==> src/rtl/amux_pkg.sv <==
// Shared types and helpers for the break-before-make analog mux controller.
package amux_pkg;

    localparam int MAX_NCH = 16;

    typedef enum logic [1:0] {
        OFF  = 2'd0,
        ON   = 2'd1,
        DEAD = 2'd2
    } amux_state_t;

    // Returns a MAX_NCH-wide vector with only bit idx set; callers size-cast to NCH.
    function automatic logic [MAX_NCH-1:0] onehot(input int idx, input int nch);
        logic [MAX_NCH-1:0] v;
        v = '0;
        for (int i = 0; i < MAX_NCH; i++) begin
            if ((i == idx) && (i < nch)) begin
                v[i] = 1'b1;
            end
        end
        return v;
    endfunction

endpackage

==> src/rtl/amux_bbm_timer.sv <==
// Dead-time down-counter: start loads DEAD_CYC, done pulses during the last dead cycle.
module amux_bbm_timer #(
    parameter int DEAD_CYC = 2
) (
    input  logic clk,
    input  logic rst,
    input  logic start,
    input  logic clr,
    output logic done
);

    logic [7:0] cnt;

    always_ff @(posedge clk or negedge rst) begin
        if (!rst) begin
            cnt <= '0;
        end else if (clr) begin
            cnt <= '0;
        end else if (start) begin
            cnt <= 8'(DEAD_CYC);
        end else if (cnt != 8'd0) begin
            cnt <= cnt - 8'd1;
        end
    end

    assign done = (cnt == 8'd1);

endmodule

==> src/rtl/amux_bbm_ctrl.sv <==
// Break-before-make analog mux channel controller.
// Optional macro AMUX_ERR_EN adds the err port that flags out-of-range requests.
module amux_bbm_ctrl
    import amux_pkg::*;
#(
    parameter int NCH      = 4,
    parameter int SELW     = $clog2(NCH),
    parameter int DEAD_CYC = 2
) (
    input  logic            clk,
    input  logic            rst,
    input  logic            en,
    input  logic [SELW-1:0] sel_in,
    input  logic            sel_valid,
    output logic [NCH-1:0]  ch_en,
    output logic [SELW-1:0] sel_cur,
    output logic            busy
`ifdef AMUX_ERR_EN
    ,
    output logic            err
`endif
);

    amux_state_t     state, state_n;
    logic [SELW-1:0] pend, pend_n, sel_cur_n;
    logic [NCH-1:0]  ch_en_n;
    logic            rst_seen;
    logic            acc, in_range;
    logic            tmr_start, tmr_clr, tmr_done;

    // rst_seen blocks acceptance on the first edge after reset release.
    assign in_range = (int'(sel_in) < NCH);
    assign acc      = sel_valid & en & ~busy & rst_seen;

    always_comb begin
        state_n   = state;
        sel_cur_n = sel_cur;
        pend_n    = pend;
        ch_en_n   = '0;
        tmr_start = 1'b0;
        tmr_clr   = 1'b0;
        if (!en) begin
            state_n = OFF;
            tmr_clr = 1'b1;
        end else begin
            case (state)
                OFF: begin
                    if (acc && in_range) begin
                        state_n   = ON;
                        sel_cur_n = sel_in;
                        ch_en_n   = NCH'(onehot(int'(sel_in), NCH));
                    end
                end
                ON: begin
                    ch_en_n = NCH'(onehot(int'(sel_cur), NCH));
                    if (acc && in_range && (sel_in != sel_cur)) begin
                        state_n   = DEAD;
                        ch_en_n   = '0;
                        pend_n    = sel_in;
                        tmr_start = 1'b1;
                    end
                end
                DEAD: begin
                    if (tmr_done) begin
                        state_n   = ON;
                        sel_cur_n = pend;
                        ch_en_n   = NCH'(onehot(int'(pend), NCH));
                    end
                end
                default: begin
                    state_n = OFF;
                end
            endcase
        end
    end

    always_ff @(posedge clk or negedge rst) begin
        if (!rst) begin
            state    <= OFF;
            ch_en    <= '0;
            sel_cur  <= '0;
            busy     <= 1'b0;
            rst_seen <= 1'b0;
        end else begin
            state    <= state_n;
            ch_en    <= ch_en_n;
            sel_cur  <= sel_cur_n;
            busy     <= (state_n == DEAD);
            rst_seen <= 1'b1;
        end
    end

    always_ff @(posedge clk) begin
        pend <= pend_n;
    end

`ifdef AMUX_ERR_EN
    always_ff @(posedge clk or negedge rst) begin
        if (!rst) begin
            err <= 1'b0;
        end else begin
            err <= acc & ~in_range;
        end
    end
`endif

    amux_bbm_timer #(
        .DEAD_CYC(DEAD_CYC)
    ) u_timer (
        .clk  (clk),
        .rst  (rst),
        .start(tmr_start),
        .clr  (tmr_clr),
        .done (tmr_done)
    );

endmodule

==> config.mk <==
export PLATFORM = sky130hd
export DESIGN_NAME = amux_bbm_ctrl
export DESIGN_NICKNAME = d
export VERILOG_FILES = /design/src/rtl/amux_pkg.sv /design/src/rtl/amux_bbm_timer.sv /design/src/rtl/amux_bbm_ctrl.sv
export SDC_FILE = /design/constraint.sdc
export NUM_CORES = 1
export LEC_CHECK = 0
export ABC_AREA = 0
export BUFFER_PORTS_ARGS = -buffer_cell sky130_fd_sc_hd__buf_2
export CORE_UTILIZATION = 50
export DETAILED_ROUTE_END_ITERATION = 6
export PLACE_DENSITY = 0.79
export SLEW_MARGIN = 20
export SYNTH_ARGS = -nofsm -noshare
export SYNTH_HDL_FRONTEND = slang
export SYNTH_SLANG_ARGS = --single-unit
==> constraint.sdc <==
create_clock -name clk -period 1.75 [get_ports clk]
set_input_delay 0.175 -clock clk [delete_from_list [all_inputs] [get_ports clk]]
set_output_delay 0.175 -clock clk [all_outputs]
set_load 0.03 [all_outputs]
==> metrics.txt, run 1 <==
status=finished clean; Mapped Nets=~120; # Post-CTS Setup Buffers=0; WHS Endpoint=pend[0]$_DFFE_PP_; Worst Skew=between 0.005 and 0.006 ns; Startpoint Class=flip-flop; Worst EP arrival=roughly 1.9 ns; Worst setup EP type=flip-flop; clock buffer depth=2; RR Startpoint=u_timer.cnt[7]$_DFFE_PN0P_; worst-case reg-to-reg path depth=4; first-pass GRT wire length=around 3800 um; worst vdd ir=around 0.00071 V; RSZ-0062 raised after global routing=no; DP HPWL=1579 um; Top FF cell, synth=dfrtp_1; CTS tree=done; flop2flop setup slack=around 0.075 ns; clk root buf=clkbuf_4; Iteration-0 DRC Markers=21; setup TNS=0 ns; crit path max-delay cell type=dfrtp_2; total grt overflow=0; post-layout minimum cycle time=between 1.5 and 2 ns; CP top delay family=flip-flops; Leak=about 0.58 nW; number of cells on the critical path=4; EDFF count, synth=2; Crit Path Category=reg -> reg; Synth Instances=108; most frequent cells in the layout=17 x dfrtp_1, 12 x buf_2, 11 x nor2_1; clk sinks=20; Synthesis Warnings=0; layout cell share with drive strength beyond 1=between 20% and 30%; I/O pin cnt=13; Final Wtd Congestion=roughly 0.93; wire length per cell=between 10 and 15 um; unique cell type count in the Yosys netlist=41; Residual DRC=0; final hold vios=0; Seq/Total Area, Yosys=between 40% and 50%; Setup violations, final=0; IO Port Bufs=12; CTS Buf Count=3; final WL=2150 um; clk slew on worst S/H paths=~0.11 ns; Post-Syn Area=around 1100 sq um; Global Route Usage Sum=between 20% and 30%; Syn Area/Cell=slightly above 10 sq um; #FFs+latches synth=20; most common cell after layout, fill and taps aside=dfrtp_1; initial antenna violation count=0; total core area=between 2000 and 2500 sq um; Initial Utilization=a little over half; Hold Path Depth=1; period utilization=about 96%; # H-tree levels=1; ys async rst share=90.00%; critical-path cell list=nor4_4, nand3_2, a211o_2, mux2_4; Row Count=16; DR vias=around 900; critical path buffer and inverter count=0; crit-path max cell delay=roughly 0.45 ns; Required @ worst endpoint=just under 2 ns; placed cell count=roughly 150; FMAX=approximately 600 MHz; DIE AREA=~2400 sq um; Slew Limit Headroom=65.83%; vias in the first global route=about 840; P per Cell Area=1382 nW/um^2; largest net degree at the start of global routing=19; Pins Over Slew Limit=0; Via density=5.748; Antenna diodes=0; Worst-Margin Slew=0.5092 ns; Pwr Total=roughly 1.8 mW; Final #Nets=141; Reg-to-Reg End=sel_cur[1]$_DFFE_PN0P_; Die Ht=approximately 49 um; maximum fanout along the worst path=3; maxcap violations=0; TritonRoute pass-1 iters=4; DRT antenna net count=0; hold path start=sel_in[0]; Die Span X=48.61 um; clock latency on the worst-skew pair=around 0.30 ns; hold crit path type=in -> reg; non-filler cells in the finished layout=159; Layout area overhead=18.66%; Fillers=~160; Layout Utilization=between 60% and 70%
kinds of logic (layout without fill, tap and decap cells):
logic type	Yosys count	count (layout)	synth area share [%]
AND/OR/NAND/NOR	49	49	26.38
multiplexers	3	3	3.687
XOR/XNOR	6	6	4.840
adder cells (fa/ha/maj)	2	2	2.304
AO/OA/AOI/OAI	21	21	13.25
other	1	1	0.3453
flip-flops	20	20	47.00
buffers and inverters	6	30	2.189
power by group:
group          internal, mW  switching (mW)  leakage [nW]
registers             0.560           0.105         0.255
clock network        0.0890           0.135        0.0150
logic                 0.441           0.451         0.314
synth_stat cells, types with 2 or more instances:
master	number	area share, %
nand2_1	10	3.5
dfrtp_1	18	41
xnor2_1	3	2.4
clkbuf_1	2	0.69
a21oi_1	4	1.8
edfxtp_1	2	5.5
inv_1	3	1.0
ha_1	2	2.3
nand2b_1	2	1.2
o32ai_1	2	1.6
nand4_1	3	1.7
nor4_1	4	2.3
nor2_1	11	3.8
o21ai_1	2	0.92
nand3_1	2	0.92
xor2_1	3	2.4
nor3_1	3	1.4
nor2b_1	2	1.2
a31oi_1	3	1.7
mux2_4	2	2.8
o21a_1	2	1.4
nand4b_1	4	3.2
metal layers:
layer,vias to the layer above,GRT usage [%],wire [um]
met5,-,0,0
met4,0,5.392,0
met3,0,6.918,150
met2,33,31.94,1009
met1,429,28.11,990
li1,452,-,-
worst register-to-register path, cell delays in order, from the launching register on:
cell,delay (ns)
dfrtp_2,0.45
nor4_4,0.31
nand3_2,0.13
a211o_2,0.38
mux2_4,0.30
worst max-delay path by stage:
stage,from,to,slack [ns]
2_1_floorplan,u_timer.cnt[4]$_DFFE_PN0P_,sel_cur[0]$_DFFE_PN0P_,0.003
3_3_place_gp,u_timer.cnt[1]$_DFFE_PN0P_,u_timer.cnt[6]$_DFFE_PN0P_,0.04
3_5_place_dp,u_timer.cnt[1]$_DFFE_PN0P_,u_timer.cnt[6]$_DFFE_PN0P_,-0.002
4_1_cts,u_timer.cnt[1]$_DFFE_PN0P_,u_timer.cnt[7]$_DFFE_PN0P_,0.03
5_1_grt,u_timer.cnt[7]$_DFFE_PN0P_,sel_cur[1]$_DFFE_PN0P_,0.004
6_report,u_timer.cnt[7]$_DFFE_PN0P_,sel_cur[1]$_DFFE_PN0P_,0.07
area by class of cell:
class | instances | area [sq um] | area share (%)
multi-input cells | 82 | 560.5 | 43.50
inverters | 3 | 11.26 | 0.8738
well taps | 27 | 33.78 | 2.621
repair buffers | 23 | 145.1 | 11.26
clock buffers | 4 | 26.28 | 2.039
flip-flops and latches | 20 | 511.7 | 39.71
timing repair:
item	CTS	global route
resized for setup	1	2
setup endpoints to repair	1	3
endpoints found under the hold margin	18	0
pin swaps	0	3
hold buffers	1	0
flip-flops by register name, summed over array words and instances (netlist names):
name         count
state            2
pend             2
rst_seen         1
busy             1
ch_en            4
u_timer.cnt      8
sel_cur          2
stage by stage:
| step | area (sq um) | hold slack, ns | setup slack (ns) |
|---|---|---|---|
| global route | 1289 | 0.1284 | 0.003864 |
| floorplan | 1086 | -0.1206 | 0.003178 |
| global placement | 1242 | 0.1200 | 0.03562 |
| detailed placement | 1242 | 0.1236 | -0.002454 |
| finish | 1289 | 0.1364 | 0.07496 |
| CTS | 1285 | 0.1266 | 0.03361 |
No activity file was read; power rests on OpenSTA's default activity.
==> inputs of run 2 (changes only) <==
--- a/config.mk
+++ b/config.mk
@@ -9,7 +9,8 @@
 export BUFFER_PORTS_ARGS = -buffer_cell sky130_fd_sc_hd__buf_2
 export CORE_UTILIZATION = 50
 export DETAILED_ROUTE_END_ITERATION = 6
-export PLACE_DENSITY = 0.79
+export PLACE_DENSITY = 0.73
+export REMOVE_ABC_BUFFERS = 1
 export SLEW_MARGIN = 20
 export SYNTH_ARGS = -nofsm -noshare
 export SYNTH_HDL_FRONTEND = slang
==> metrics.txt, run 2 (synthesis gave the netlist of run 1 again) <==
DP HPWL=approximately 1700 um; post-layout minimum cycle time=about 1.7 ns; P per Cell Area=between 1000 and 1500 nW/um^2; Die Span X=~50 um; TritonRoute pass-1 iters=4; FMAX=601.2 MHz; maximum fanout along the worst path=3; wire length per cell=14.48 um; worst hold margin=around 0.14 ns; total grt overflow=0; Leak=approximately 0.61 nW; hold crit path type=in -> reg; Fillers=roughly 150; DR vias=898; IO Port Bufs=12; flop2flop setup slack=slightly below 0.09 ns; clk sinks=20; Register Area=511.7 sq um; Worst setup EP type=flip-flop; Sw Share=between 30% and 40%; worst slack, placed=approximately 0.0026 ns; Iteration-0 DRC Markers=26; Placed Area=~1300 sq um; Global Route Usage Sum=roughly 22%; total core area=between 2000 and 2500 sq um; Worst EP arrival=approximately 1.9 ns; Worst Skew=about 0.0053 ns; Design Area, Final=around 1300 sq um; I/O pin cnt=13; part of the power in combinational logic=approximately 50%; clock latency on the worst-skew pair=0.31 ns; # H-tree levels=1; area of the multi-input gates=about 570 sq um; Residual DRC=0; Startpoint Class=flip-flop; period utilization=a little over nine tenths; setup ws final=0.08668 ns; worst vdd ir=between 0.0008 and 0.0009 V; Via density=about 5.5; initial antenna violation count=0; Initial Utilization=a little over half; final hold vios=0; worst-case reg-to-reg path depth=4; Pwr Total=around 1.9 mW; clock buffer depth=2; Final #Nets=approximately 140; top flop regs=u_timer.cnt: 8 flops, ch_en: 4 flops; Largest Register=u_timer.cnt; Switching Power=between 700 and 800 uW; Pins Over Slew Limit=0; clk root buf=clkbuf_4; first-pass GRT wire length=around 4100 um; Clk pwr share=14.4%; largest net degree at the start of global routing=19; DRT antenna net count=0; Flop pwr share=about a third; CTS Buf Count=3; Crit Path Category=reg -> reg; max reg flops=8; Layout area overhead=22.47%; vias in the first global route=888; Required @ worst endpoint=approximately 2.0 ns; Antenna diodes=0; Hold Path Depth=2; layout cell share with drive strength beyond 1=28.89%; final WL=around 2300 um; CTS tree=done; setup TNS=0 ns; most common cell after layout, fill and taps aside=dfrtp_1; RSZ-0062 raised after global routing=no; Final Wtd Congestion=~0.89; DIE AREA=2362 sq um; most frequent cells in the layout=17 x dfrtp_1, 13 x buf_4, 12 x buf_2; clk slew on worst S/H paths=around 0.12 ns; internal power=between 1 and 1.5 mW; Setup violations, final=0; maxcap violations=0; Row Count=16; status=finished clean; Die Ht=around 49 um
-- run 2: cell types whose count changed in the layout (fill, tap and decap cells not counted) --
cell      change
buf_4         +3
clkbuf_1      -1
clkbuf_8      +1
nor4_2        -1
nor4_4        +1
-- run 2: layout make-up --
cell class | instances | share of cell area [%]
Multi-Input combinational cell | 82 | 42.80
Sequential cell | 20 | 38.48
Clock buffer | 4 | 2.728
Inverter | 3 | 0.8467
Timing Repair Buffer | 26 | 12.61
Tap cell | 27 | 2.540
-- run 2: per-layer routing --
layer	routed length (um)	track usage, %	up-vias	share of wire, %
met5	0	0	-	0
li1	-	-	453	-
met2	1094	34.72	33	47
met4	14	5.882	0	0.60
met3	164	3.145	2	7.0
met1	1073	31.91	410	46
-- run 2: what timing repair did --
action	in CTS	in global routing
buffers inserted	0	1
hold endpoints to repair	18	0
hold buffers	1	0
resized for setup	1	3
setup endpoints to repair	1	4
-- run 2: critical path: stages (launching register included) --
cell     delay (ns)
dfrtp_1        0.44
nor4_4         0.31
nand3_2        0.14
a211o_2        0.38
mux2_4         0.30
-- run 2: final timing paths --
check | to | start
setup / recovery | sel_cur[1]$_DFFE_PN0P_ | u_timer.cnt[6]$_DFFE_PN0P_
hold / removal | u_timer.cnt[1]$_DFFE_PN0P_ | en
setup reg to reg | sel_cur[1]$_DFFE_PN0P_ | u_timer.cnt[6]$_DFFE_PN0P_
hold reg to reg | u_timer.cnt[3]$_DFFE_PN0P_ | u_timer.cnt[3]$_DFFE_PN0P_
max in group asynchronous | u_timer.cnt[5]$_DFFE_PN0P_ | rst
min in group asynchronous | sel_cur[1]$_DFFE_PN0P_ | rst
-- run 2: through the flow --
step                      utilization [%]  instances
after CTS                           65.44        161
after global routing                66.44        162
after global placement              62.81        156
final                               66.44        162
after detailed placement            62.81        156
after floorplan                         -        105
-- run 2: power groups by stage --
stage | Clock [mW] | Sequential (mW) | Combinational (mW)
floorplan | 0 | 0.712 | 0.537
global placement | 0 | 0.664 | 0.873
detailed placement | 0 | 0.670 | 0.887
CTS | 0.276 | 0.661 | 0.905
global route | 0.294 | 0.680 | 1.08
finish | 0.274 | 0.664 | 0.971
==> inputs of run 3 (changes only) <==
--- a/config.mk
+++ b/config.mk
@@ -11,6 +11,7 @@
 export DETAILED_ROUTE_END_ITERATION = 6
 export PLACE_DENSITY = 0.73
 export REMOVE_ABC_BUFFERS = 1
+export SETUP_SLACK_MARGIN = 0.3
 export SLEW_MARGIN = 20
 export SYNTH_ARGS = -nofsm -noshare
 export SYNTH_HDL_FRONTEND = slang
==> metrics.txt, run 3 (synthesis gave the netlist of run 1 again) <==
total core area=about 2000 sq um; DRT antenna net count=0; layout cell share with drive strength beyond 1=45.21%; final WL=3054 um; DIE AREA=between 2000 and 2500 sq um; Layout Utilization=between 70% and 80%; Die Ht=48.61 um; Worst EP arrival=1.88 ns; clock buffer depth=2; status=finished clean; TritonRoute pass-1 iters=5; CTS tree=done; Pins Over Slew Limit=0; Layout area overhead=44.70%; DP HPWL=between 1500 and 2000 um; P per Cell Area=roughly 1600 nW/um^2; vias in the first global route=~980; Startpoint Class=flip-flop; maximum fanout along the worst path=3; period utilization=a little over nine tenths; initial antenna violation count=0; worst vdd ir=between 0.001 and 0.0015 V; Largest Register=u_timer.cnt; Residual DRC=0; Via density=approximately 6.1; # H-tree levels=1; wire length per cell=around 18 um; final hold vios=0; setup ws final=0.07439 ns; IO Port Bufs=12; Die Span X=48.61 um; clock latency on the worst-skew pair=a little over 0.3 ns; clk sinks=20; FMAX=around 600 MHz; Setup violations, final=0; CTS Buf Count=3; largest net degree at the start of global routing=19; post-layout minimum cycle time=between 1.5 and 2 ns; I/O pin cnt=13; Initial Utilization=~54%; first-pass GRT wire length=~4600 um; Final #Nets=about 160; worst slack, placed=0.002553 ns; Fillers=between 100 and 150; Required @ worst endpoint=1.96 ns; Design Area, Final=roughly 1600 sq um; Worst setup EP type=flip-flop; hold crit path type=in -> reg; maxcap violations=0; Crit Path Category=reg -> reg; DR vias=between 1000 and 1500; Leak=0.6887 nW; most frequent cells in the layout=17 x dfrtp_1, 17 x buf_4, 12 x buf_2; Antenna diodes=0; worst hold margin=about 0.14 ns; clk root buf=clkbuf_4; Placed Area=1257 sq um; Worst Skew=0.002608 ns; Final Wtd Congestion=between 0.8 and 0.9; Iteration-0 DRC Markers=48; top flop regs=u_timer.cnt: 8 flops, ch_en: 4 flops; max reg flops=8; RSZ-0062 raised after global routing=yes; Global Route Usage Sum=about a quarter; clk slew on worst S/H paths=around 0.12 ns; total grt overflow=0; setup TNS=0 ns; Row Count=16
==> run 3: cell types whose count changed in the layout (fill, tap and decap cells not counted), sizes merged <==
cell | previous run | this run
buf | 25 | 36
==> run 3: layout make-up <==
class | count | area (sq um) | share of cell area [%]
Multi-Input combinational cell | 82 | 701.9 | 44.67
Sequential cell | 20 | 511.7 | 32.56
Timing Repair Buffer | 37 | 276.5 | 17.60
Clock buffer | 4 | 36.28 | 2.309
Tap cell | 27 | 33.78 | 2.150
Inverter | 3 | 11.26 | 0.7166
==> run 3: path summary, 6_finish.rpt <==
path	from	endpoint	slack (ns)	depth (start not counted)
hold / removal	en	u_timer.cnt[1]$_DFFE_PN0P_	0.14	2
max in group asynchronous	rst	u_timer.cnt[5]$_DFFE_PN0P_	1.13	2
min in group asynchronous	rst	u_timer.cnt[7]$_DFFE_PN0P_	0.31	2
setup reg to reg	u_timer.cnt[6]$_DFFE_PN0P_	sel_cur[1]$_DFFE_PN0P_	0.07	4
hold reg to reg	u_timer.cnt[3]$_DFFE_PN0P_	u_timer.cnt[3]$_DFFE_PN0P_	0.63	2
setup / recovery	u_timer.cnt[6]$_DFFE_PN0P_	sel_cur[1]$_DFFE_PN0P_	0.07	4
==> run 3: critical path: stages, from the launching register on <==
cell and delay [ns]:
dfrtp_1 0.43, nor4_4 0.32, nand3_2 0.15, a211o_4 0.38, mux2_4 0.29
==> run 3: stage by stage <==
stage / total power [mW] / cells
after floorplan: 1.249 / 105
after global placement: 1.537 / 156
after detailed placement: 1.557 / 156
after CTS: 2.232 / 171
after global routing: 2.706 / 173
final: 2.558 / 173
==> run 3: repair_timing <==
item                                   CTS  global route
pin swaps                                9             8
setup endpoints to repair               13            16
endpoints found under the hold margin   18             0
resized for setup                       15            20
buffers inserted                        10             2
hold buffers                             1             0
==> run 3: layer usage <==
layer / GRT usage (%) / wire length [um] / vias up
met4: 5.882 / 84 / 0
met3: 4.088 / 157 / 12
met2: 42.36 / 1539 / 37
met5: 0 / 0 / -
met1: 34.35 / 1274 / 524
li1: - / - / 482
==> run 3: power breakdown <==
| part | total, mW | switching (mW) | internal (mW) |
|---|---|---|---|
| Clock | 0.276 | 0.149 | 0.127 |
| Combinational | 1.60 | 0.728 | 0.876 |
| Sequential | 0.677 | 0.117 | 0.560 |
